<file path="config.mk">
export PLATFORM = sky130hd
export DESIGN_NAME = imem_program_loader_flat
export DESIGN_NICKNAME = d
export VERILOG_FILES = /design/src/rtl/imem_program_loader_if.sv /design/src/rtl/imem_program_loader.sv /design/src/flat_wrapper.sv
export SDC_FILE = /design/constraint.sdc
export NUM_CORES = 1
export LEC_CHECK = 0
export ABC_AREA = 1
export BUFFER_PORTS_ARGS = -buffer_cell sky130_fd_sc_hd__buf_2
export CAP_MARGIN = 10
export CORE_MARGIN = 2
export CORE_UTILIZATION = 30
export DETAILED_ROUTE_END_ITERATION = 6
export HOLD_SLACK_MARGIN = 0.03
export PLACE_DENSITY = 0.55
export SLEW_MARGIN = 25
export SYNTH_ARGS = -nofsm -noshare
export SYNTH_HDL_FRONTEND = slang
export SYNTH_SLANG_ARGS = --single-unit
</file>
<file path="constraint.sdc">
create_clock -name CLOCK -period 2.3 [get_ports CLOCK]
set_input_delay 0.46 -clock CLOCK [delete_from_list [all_inputs] [get_ports CLOCK]]
set_output_delay 0.46 -clock CLOCK [all_outputs]
set_load 0.1 [all_outputs]
</file>
<file path="src/rtl/imem_program_loader_if.sv">
// Host handshake, IMEM write port and loader status signals.
// The loader itself uses the slave modport. The host or bench uses the master modport.
interface imem_program_loader_if;
  logic        START;
  logic        ABORT;
  logic [5:0]  WORD_COUNT;
  logic [15:0] DATA_IN;
  logic        DATA_VALID;
  logic        DATA_READY;
  logic [3:0]  IMEM_WRITE_SELECT;
  logic        IMEM_LOW_WRITE_ENABLE;
  logic        IMEM_HIGH_WRITE_ENABLE;
  logic [15:0] IMEM_INPUT;
  logic        CPU_HALT;
  logic        LOAD_DONE;
  logic        LOAD_ERROR;
  logic [15:0] CHECKSUM;

  modport master (
    output START, ABORT, WORD_COUNT, DATA_IN, DATA_VALID,
    input  DATA_READY, IMEM_WRITE_SELECT, IMEM_LOW_WRITE_ENABLE, IMEM_HIGH_WRITE_ENABLE,
    input  IMEM_INPUT, CPU_HALT, LOAD_DONE, LOAD_ERROR, CHECKSUM
  );

  modport slave (
    input  START, ABORT, WORD_COUNT, DATA_IN, DATA_VALID,
    output DATA_READY, IMEM_WRITE_SELECT, IMEM_LOW_WRITE_ENABLE, IMEM_HIGH_WRITE_ENABLE,
    output IMEM_INPUT, CPU_HALT, LOAD_DONE, LOAD_ERROR, CHECKSUM
  );
endinterface

</file>
<file path="src/rtl/imem_program_loader.sv">
// Instruction memory program loader.
// Accepts host words over valid/ready and turns each accepted word into a one-cycle write
// into the low bank (words 0-15) or the high bank (words 16-31).
// The CPU is held halted while a load is in progress. All outputs are registered.
// MAX_WORDS must be 16 (low bank only) or 32.
module imem_program_loader #(
  parameter int unsigned MAX_WORDS     = 32,
  parameter bit          HALT_ON_RESET = 1'b0
) (
  input logic                  CLOCK,
  input logic                  RESET,
  imem_program_loader_if.slave bus_io
);

  typedef enum logic [1:0] {StIdle, StLoad, StFlush} state_e;

  localparam logic [6:0] MaxWords   = 7'(MAX_WORDS);
  // The high bank only exists in the 32-word configuration.
  localparam bit         HighBankEn = (MAX_WORDS > 16);

  state_e      state_q, state_d;
  logic        ready_q, ready_d;
  logic        lo_we_q, lo_we_d;
  logic        hi_we_q, hi_we_d;
  logic [3:0]  sel_q, sel_d;
  logic [15:0] wdata_q, wdata_d;
  logic        halt_q, halt_d;
  logic        done_q, done_d;
  logic        err_q, err_d;
  logic [15:0] csum_q, csum_d;
  logic [4:0]  addr_q, addr_d;
  logic [5:0]  remain_q, remain_d;

  logic start_ok;
  logic accept;

  // Next-state and registered-output computation for the load sequencer.
  always_comb begin
    start_ok = ({1'b0, bus_io.WORD_COUNT} != 7'd0) && ({1'b0, bus_io.WORD_COUNT} <= MaxWords);
    accept   = bus_io.DATA_VALID & ready_q;

    state_d  = state_q;
    ready_d  = ready_q;
    lo_we_d  = 1'b0;
    hi_we_d  = 1'b0;
    sel_d    = sel_q;
    wdata_d  = wdata_q;
    halt_d   = halt_q;
    done_d   = 1'b0;
    err_d    = err_q;
    csum_d   = csum_q;
    addr_d   = addr_q;
    remain_d = remain_q;

    unique case (state_q)
      StIdle: begin
        if (bus_io.START) begin
          if (start_ok) begin
            state_d  = StLoad;
            ready_d  = 1'b1;
            remain_d = bus_io.WORD_COUNT;
            addr_d   = 5'd0;
            csum_d   = 16'd0;
            err_d    = 1'b0;
            halt_d   = 1'b1;
          end else begin
            err_d = 1'b1;
          end
        end
      end
      StLoad: begin
        // Abort wins over a same-cycle accept; that word is neither written nor summed.
        if (bus_io.ABORT) begin
          state_d = StIdle;
          ready_d = 1'b0;
          err_d   = 1'b1;
        end else if (accept) begin
          wdata_d  = bus_io.DATA_IN;
          sel_d    = addr_q[3:0];
          lo_we_d  = ~addr_q[4];
          hi_we_d  = addr_q[4] & HighBankEn;
          addr_d   = addr_q + 5'd1;
          csum_d   = csum_q + bus_io.DATA_IN;
          remain_d = remain_q - 6'd1;
          if (remain_q == 6'd1) begin
            state_d = StFlush;
            ready_d = 1'b0;
          end
        end
      end
      StFlush: begin
        // The final write is on the bus this cycle. Release the CPU as we return to idle.
        state_d = StIdle;
        done_d  = 1'b1;
        halt_d  = 1'b0;
      end
      default: state_d = StIdle;
    endcase
  end

  // State and output registers with synchronous reset.
  always_ff @(posedge CLOCK) begin
    if (RESET) begin
      state_q  <= StIdle;
      ready_q  <= 1'b0;
      lo_we_q  <= 1'b0;
      hi_we_q  <= 1'b0;
      sel_q    <= 4'd0;
      wdata_q  <= 16'd0;
      halt_q   <= HALT_ON_RESET;
      done_q   <= 1'b0;
      err_q    <= 1'b0;
      csum_q   <= 16'd0;
      addr_q   <= 5'd0;
      remain_q <= 6'd0;
    end else begin
      state_q  <= state_d;
      ready_q  <= ready_d;
      lo_we_q  <= lo_we_d;
      hi_we_q  <= hi_we_d;
      sel_q    <= sel_d;
      wdata_q  <= wdata_d;
      halt_q   <= halt_d;
      done_q   <= done_d;
      err_q    <= err_d;
      csum_q   <= csum_d;
      addr_q   <= addr_d;
      remain_q <= remain_d;
    end
  end

  assign bus_io.DATA_READY             = ready_q;
  assign bus_io.IMEM_WRITE_SELECT      = sel_q;
  assign bus_io.IMEM_LOW_WRITE_ENABLE  = lo_we_q;
  assign bus_io.IMEM_HIGH_WRITE_ENABLE = hi_we_q;
  assign bus_io.IMEM_INPUT             = wdata_q;
  assign bus_io.CPU_HALT               = halt_q;
  assign bus_io.LOAD_DONE              = done_q;
  assign bus_io.LOAD_ERROR             = err_q;
  assign bus_io.CHECKSUM               = csum_q;

endmodule

</file>
<file path="src/flat_wrapper.sv">
// flat-port wrapper written by rule: the top's interface ports become plain ports
module imem_program_loader_flat 
#(
  parameter int unsigned MAX_WORDS     = 32,
  parameter bit          HALT_ON_RESET = 1'b0
)
  (CLOCK, RESET, bus_io_START, bus_io_ABORT, bus_io_WORD_COUNT, bus_io_DATA_IN, bus_io_DATA_VALID, bus_io_DATA_READY, bus_io_IMEM_WRITE_SELECT, bus_io_IMEM_LOW_WRITE_ENABLE, bus_io_IMEM_HIGH_WRITE_ENABLE, bus_io_IMEM_INPUT, bus_io_CPU_HALT, bus_io_LOAD_DONE, bus_io_LOAD_ERROR, bus_io_CHECKSUM);
  imem_program_loader_if bus_io_i ();
  input logic CLOCK;
  input logic RESET;
  input wire logic [$bits(bus_io_i.START)-1:0] bus_io_START;
  input wire logic [$bits(bus_io_i.ABORT)-1:0] bus_io_ABORT;
  input wire logic [$bits(bus_io_i.WORD_COUNT)-1:0] bus_io_WORD_COUNT;
  input wire logic [$bits(bus_io_i.DATA_IN)-1:0] bus_io_DATA_IN;
  input wire logic [$bits(bus_io_i.DATA_VALID)-1:0] bus_io_DATA_VALID;
  output wire logic [$bits(bus_io_i.DATA_READY)-1:0] bus_io_DATA_READY;
  output wire logic [$bits(bus_io_i.IMEM_WRITE_SELECT)-1:0] bus_io_IMEM_WRITE_SELECT;
  output wire logic [$bits(bus_io_i.IMEM_LOW_WRITE_ENABLE)-1:0] bus_io_IMEM_LOW_WRITE_ENABLE;
  output wire logic [$bits(bus_io_i.IMEM_HIGH_WRITE_ENABLE)-1:0] bus_io_IMEM_HIGH_WRITE_ENABLE;
  output wire logic [$bits(bus_io_i.IMEM_INPUT)-1:0] bus_io_IMEM_INPUT;
  output wire logic [$bits(bus_io_i.CPU_HALT)-1:0] bus_io_CPU_HALT;
  output wire logic [$bits(bus_io_i.LOAD_DONE)-1:0] bus_io_LOAD_DONE;
  output wire logic [$bits(bus_io_i.LOAD_ERROR)-1:0] bus_io_LOAD_ERROR;
  output wire logic [$bits(bus_io_i.CHECKSUM)-1:0] bus_io_CHECKSUM;
  assign bus_io_i.START = bus_io_START;
  assign bus_io_i.ABORT = bus_io_ABORT;
  assign bus_io_i.WORD_COUNT = bus_io_WORD_COUNT;
  assign bus_io_i.DATA_IN = bus_io_DATA_IN;
  assign bus_io_i.DATA_VALID = bus_io_DATA_VALID;
  assign bus_io_DATA_READY = bus_io_i.DATA_READY;
  assign bus_io_IMEM_WRITE_SELECT = bus_io_i.IMEM_WRITE_SELECT;
  assign bus_io_IMEM_LOW_WRITE_ENABLE = bus_io_i.IMEM_LOW_WRITE_ENABLE;
  assign bus_io_IMEM_HIGH_WRITE_ENABLE = bus_io_i.IMEM_HIGH_WRITE_ENABLE;
  assign bus_io_IMEM_INPUT = bus_io_i.IMEM_INPUT;
  assign bus_io_CPU_HALT = bus_io_i.CPU_HALT;
  assign bus_io_LOAD_DONE = bus_io_i.LOAD_DONE;
  assign bus_io_LOAD_ERROR = bus_io_i.LOAD_ERROR;
  assign bus_io_CHECKSUM = bus_io_i.CHECKSUM;
  imem_program_loader #(.MAX_WORDS(MAX_WORDS), .HALT_ON_RESET(HALT_ON_RESET)) u_core (.CLOCK(CLOCK), .RESET(RESET), .bus_io(bus_io_i));
endmodule
</file>
[Yosys cells after proc, flatten, opt, wreduce, memory -nomap -nowiden]
Index checks and enable logic that the tools add are counted.
Storage, ports and cells
  register bits: 55
  bits of input ports: 27
  output and inout port bits: 42
Operators by class
  add/subtract/negate cells: 3
  order comparisons: 1
  eq/ne operators: 10
  muxes and demuxes: 33
  bitwise gates (word level): 5
  reduce and logical (&&, ||, !) cells: 12
Operators with widths (count)
  $mux 16: 4
  $pmux 16 s2: 1
  $mux 6: 4
  $mux 5: 4
  $add 16x16->16: 1
  $pmux 6 s2: 1
  $mux 2: 5
  $pmux 5 s2: 1
  $reduce_and 5->1: 2
  $mux 1: 9
  $reduce_and 3->1: 3
  $eq 6x1->1 const B: 1
  $le 6x6->1 const B: 1
  $ne 2x2->1 const B: 3
  $ne 3x2->1 const B: 2
  $pmux 1 s2: 3
  $reduce_bool 6->1: 1
  $sub 6x1->6 const B: 1
  $add 5x1->5 const B: 1
  $ne 2x1->1 const B: 2
  $not 1->1: 4
  $pmux 2 s2: 1
  $reduce_and 4->1: 1
  $reduce_bool 2->1: 2
  6 further kinds: 6

[Depth between registers and ports, before layout]
  depth in word-level cells: 5
  depth in mapped cells: 11
  gate-level depth less buffers: 11

[Worst setup path before layout]
No wires, ideal clock.
  path type: reg-to-reg
  start: register u_core.csum_q[0] (netlist: u_core.bus_io.CHECKSUM[0])
  end: register u_core.csum_q[12] (netlist: u_core.bus_io.CHECKSUM[12])
  library setup time: 0.130 ns
  arrival: 2.230 ns
  required time: 2.170 ns
  path slack: -0.060 ns
  stages on the path, launching flop included: 12
  path through: dfxtp_1 ha_1 inv_1 fa_1 inv_1 nand3_1 nand3_1 nand3_1 nand3_1 nand2_1 nand3_1 a21oi_1
Between the ends
  cells in the longest elaborated chain, start to end: 4
RTL lines
  from (decl): line imem_program_loader.sv:30  | logic [15:0] csum_q, csum_d;
  from (signal assigned): line imem_program_loader.sv:126  | csum_q <= csum_d;
  $add 16x16->16: line imem_program_loader.sv:83  | csum_d = csum_q + bus_io.DATA_IN;
  $mux 16: line imem_program_loader.sv:77  | end else if (accept) begin
  $mux 16: line imem_program_loader.sv:73  | if (bus_io.ABORT) begin
  $pmux 16 s2: line imem_program_loader.sv:55  | unique case (state_q)
Every way passes these cells. The select of a mux whose other input is x is not followed.
A chain may end at the register's enable or synchronous reset.

[Worst setup path in the final report]
  start: register u_core.csum_q[0] (netlist: u_core.bus_io.CHECKSUM[0])
  end: register u_core.csum_q[14] (netlist: u_core.bus_io.CHECKSUM[14])
Same word-level chain as after synthesis.

==> run summary <==
RSZ-0062 raised after global routing - no
Clock buffer depth - 2
Post_cts resized - 0
WP data arrival - 1950 ps
Drt first pass iters - 5
Synth unique cells - 30
Setup crit end kind - flop
N_diodes - 0
Final Cycle Share - 0.760
RR Startpoint - u_core.bus_io.CHECKSUM[0]
Crit Path Class - flop to flop
Final setup vio count - 0
# nets final - 572
Worst Hold Launch - bus_io_DATA_IN[6]
Initial core utilization - 0.306
Total track usage - 0.149
Max Cap Viol - 0
Mux contribution to synthesized area - 0
Cell Rows - 37
Post-layout minimum cycle time - 1750 ps
Core ar. - 0.0102 mm^2
Worst reg-to-reg setup slack - 550 ps
Worst path bufs/invs - 2
HP Class - input port to flop
Power density over the cells - 519 mW/mm^2
First-pass GRT wire length - 13500 um
Final Hold Fails - 0
Congestion Overflow GR - 0
Post-Place Cells - 655
H-tree levels - 2
Clock transition at the registers of the reported paths - 110 ps
Cells after Synth - 460
Achievable Freq - 572 MHz
Slew of the pin with the lowest slew margin - 504 ps
FF+latch count, synth - 55
Leakage - 1.82 nW
Finished Layout Cells - 663
Mean Syn Cell Area - 6.76 um^2
Avg WL per Cell - 12.3 um
Compound-gate portion of the synthesized area - 0.139
# DRC - 0
Vias - 3056
Slew HR - 0.666
Largest net degree at the start of global routing - 37
Clock Sinks - 55
Final TNS setup - 0 ps
Max incr delay on CP - 400 ps
Count of buffers from port buffering - 68
Hold Path Depth - 3
Crit-path most repeated cell - nand2_1
Seq/Total Area, Yosys - 0.354
Synth warnings - 0
Required @ worst endpoint - 2500 ps
Final WL - 8150 um
Layout cell share with drive strength beyond 1 - 0.178
CTS root buf - clkbuf_8
Slew Limit Fails - 0
Delay-heaviest family, CP - adder cells
I/O Pins - 69
Post-route ant nets - 0
Crit-path cells - ha_1 -> inv_1 -> fa_1 -> inv_1 -> nand2_1 -> nand3_1 -> nand2_1 -> nand2_1 -> nand2_1 -> nand3_1 -> a21oi_1
Die width - 106 um
CTS tree - yes
Slowest cell on crit path - fa_1
R2R depth - 11
# fillers - 1150
Peak VDD IR - 0.260 mV
Adder-cell share of the synthesized area - 0.0788
Post-Synth XOR/XNOR Area - 0.00844
Initial detailed-routing violation count - 94
R2R Path End - u_core.bus_io.CHECKSUM[14]
Vias in the first global route - 2802
DR vias/cell - 4.61
Largest family of logic cells by synthesized area - simple AND/OR/NAND/NOR gates
Post-layout util - 0.359
Worst skew pair latency - 330 ps
Post-Syn Nets - 506
Setup bufs post-CTS - 0
HPWL Detailed - 6090 um
Die area - 0.0112 mm^2
CTS buffer count - 5
Crit path max fanout - 4
Worst hold endpoint - u_core.bus_io.IMEM_INPUT[6]
Gpl congestion - 0.856
Area Overhead vs Synth - 17.7%
Post-Synth Simple-Gate Area - 0.320
Netlist Area Pre-Place - 0.00311 mm^2
Post-CTS Hold Buffers - 0
Die Ht - 106 um
Skew final - 15.0 ps
Initial antenna violation count - 0
Status - complete, no violations
Critical Path Start Type - flop
[logic make-up after synthesis]
logic type,Yosys count
fa+ha+maj,19
compound gates,82
buf+inv,69
simple gates,232
flops,55
xor+xnor,3
[how the worst max path moves through the flow]
stage                                    startpoint                          to  depth (start not counted)
after global placement            bus_io_DATA_IN[2]   u_core.bus_io.CHECKSUM[7]                          8
final                     u_core.bus_io.CHECKSUM[0]  u_core.bus_io.CHECKSUM[14]                         11
after detailed placement          bus_io_DATA_IN[2]   u_core.bus_io.CHECKSUM[7]                          8
after CTS                         u_core.state_q[0]          u_core.remain_q[3]                          7
after floorplan           u_core.bus_io.CHECKSUM[1]  u_core.bus_io.CHECKSUM[12]                         10
after global routing              u_core.state_q[0]          u_core.remain_q[5]                          8
[metal layers]
metal,routed length (um),part of all wire,vias to the layer above,GRT usage
met2,3870,0.47,53,0.261
li1,-,-,1614,-
met4,76,0.0093,0,0.0338
met5,0,0,-,0
met3,337,0.041,8,0.0278
met1,3870,0.47,1381,0.188
[power by group]
part | internal (W) | switching [W]
registers | 0.000971 | 0.0000134
logic | 0.0000895 | 0.000223
clock network | 0.000227 | 0.000374
total | 0.00129 | 0.000611
[stage by stage]
stage	setup slack (ps)	hold WS [ps]	total power, W	area (um^2)
global route	402	386	0.00200	3660
CTS	537	392	0.00192	3660
global placement	329	436	0.00132	3560
detailed placement	305	431	0.00132	3560
finish	551	398	0.00190	3660
floorplan	14.7	413	0.00124	3110
[cell type report]
| cell class | instances | area [um^2] | share of cell area |
|---|---|---|---|
| clock inverter | 3 | 28.8 | 0.00786 |
| sequential | 55 | 1100 | 0.301 |
| timing repair buffer | 72 | 370 | 0.101 |
| inverter | 56 | 220 | 0.0602 |
| multi-input combinational | 336 | 1700 | 0.464 |
| tap | 136 | 170 | 0.0465 |
| clock buffer | 5 | 68.8 | 0.0188 |
[Yosys cell counts]
| cell | n | area share |
|---|---|---|
| xnor2_1 | 2 | 0.0056 |
| a22oi_1 | 3 | 0.0072 |
| and2_1 | 2 | 0.0040 |
| a21oi_1 | 38 | 0.061 |
| fa_1 | 1 | 0.0064 |
| nand4_1 | 4 | 0.0080 |
| nand3b_1 | 5 | 0.012 |
| buf_6 | 5 | 0.018 |
| dfxtp_1 | 55 | 0.35 |
| nor2_4 | 1 | 0.0036 |
| clkbuf_1 | 6 | 0.0072 |
| inv_2 | 1 | 0.0012 |
| xor2_1 | 1 | 0.0028 |
| o21ai_0 | 31 | 0.050 |
| o311ai_0 | 1 | 0.0028 |
| nor2_1 | 65 | 0.078 |
| nand2_4 | 2 | 0.0072 |
| nand2_1 | 114 | 0.14 |
| buf_2 | 1 | 0.0016 |
| ha_1 | 18 | 0.072 |
| nand4_4 | 1 | 0.0068 |
| inv_1 | 53 | 0.064 |
| a31oi_1 | 2 | 0.0040 |
| nor3_1 | 3 | 0.0048 |
| clkinv_4 | 2 | 0.0056 |
| buf_4 | 1 | 0.0024 |
| o21ai_1 | 5 | 0.0080 |
| a21oi_2 | 2 | 0.0056 |
| or2_2 | 3 | 0.0060 |
| nand3_1 | 32 | 0.051 |
[state kept, by name (all words and copies together) (netlist names), 2 cells and up]
name,flops
u_core.bus_io.IMEM_WRITE_SELECT,4
u_core.bus_io.CHECKSUM,16
u_core.bus_io.IMEM_INPUT,16
u_core.remain_q,6
u_core.state_q,2
u_core.addr_q,5
[tightest hold or removal path: cells and delay by family]
| family | cells | cell delay (ps) |
|---|---|---|
| AO/OA/AOI/OAI | 1 | 70 |
| AND/OR/NAND/NOR | 1 | 70 |
| buffers and inverters | 1 | 90 |
[cell usage in the layout (no fill, tap or decap), types with 2 or more instances in the layout]
cell type    n
nand2_1    114
buf_2       68
nor2_1      65
inv_1       53
dfxtp_1     53
a21oi_1     38
nand3_1     32
o21ai_0     31
ha_1        18
o21ai_1      5
nand3b_1     5
clkbuf_8     5
clkinv_4     4
nand4_1      4
buf_4        4
or2_2        3
a22oi_1      3
nor3_1       3
nand2_4      2
a21oi_2      2
xnor2_1      2
a31oi_1      2
and2_1       2
dfxtp_2      2
Note: power is estimated with default switching activity, not from simulation.
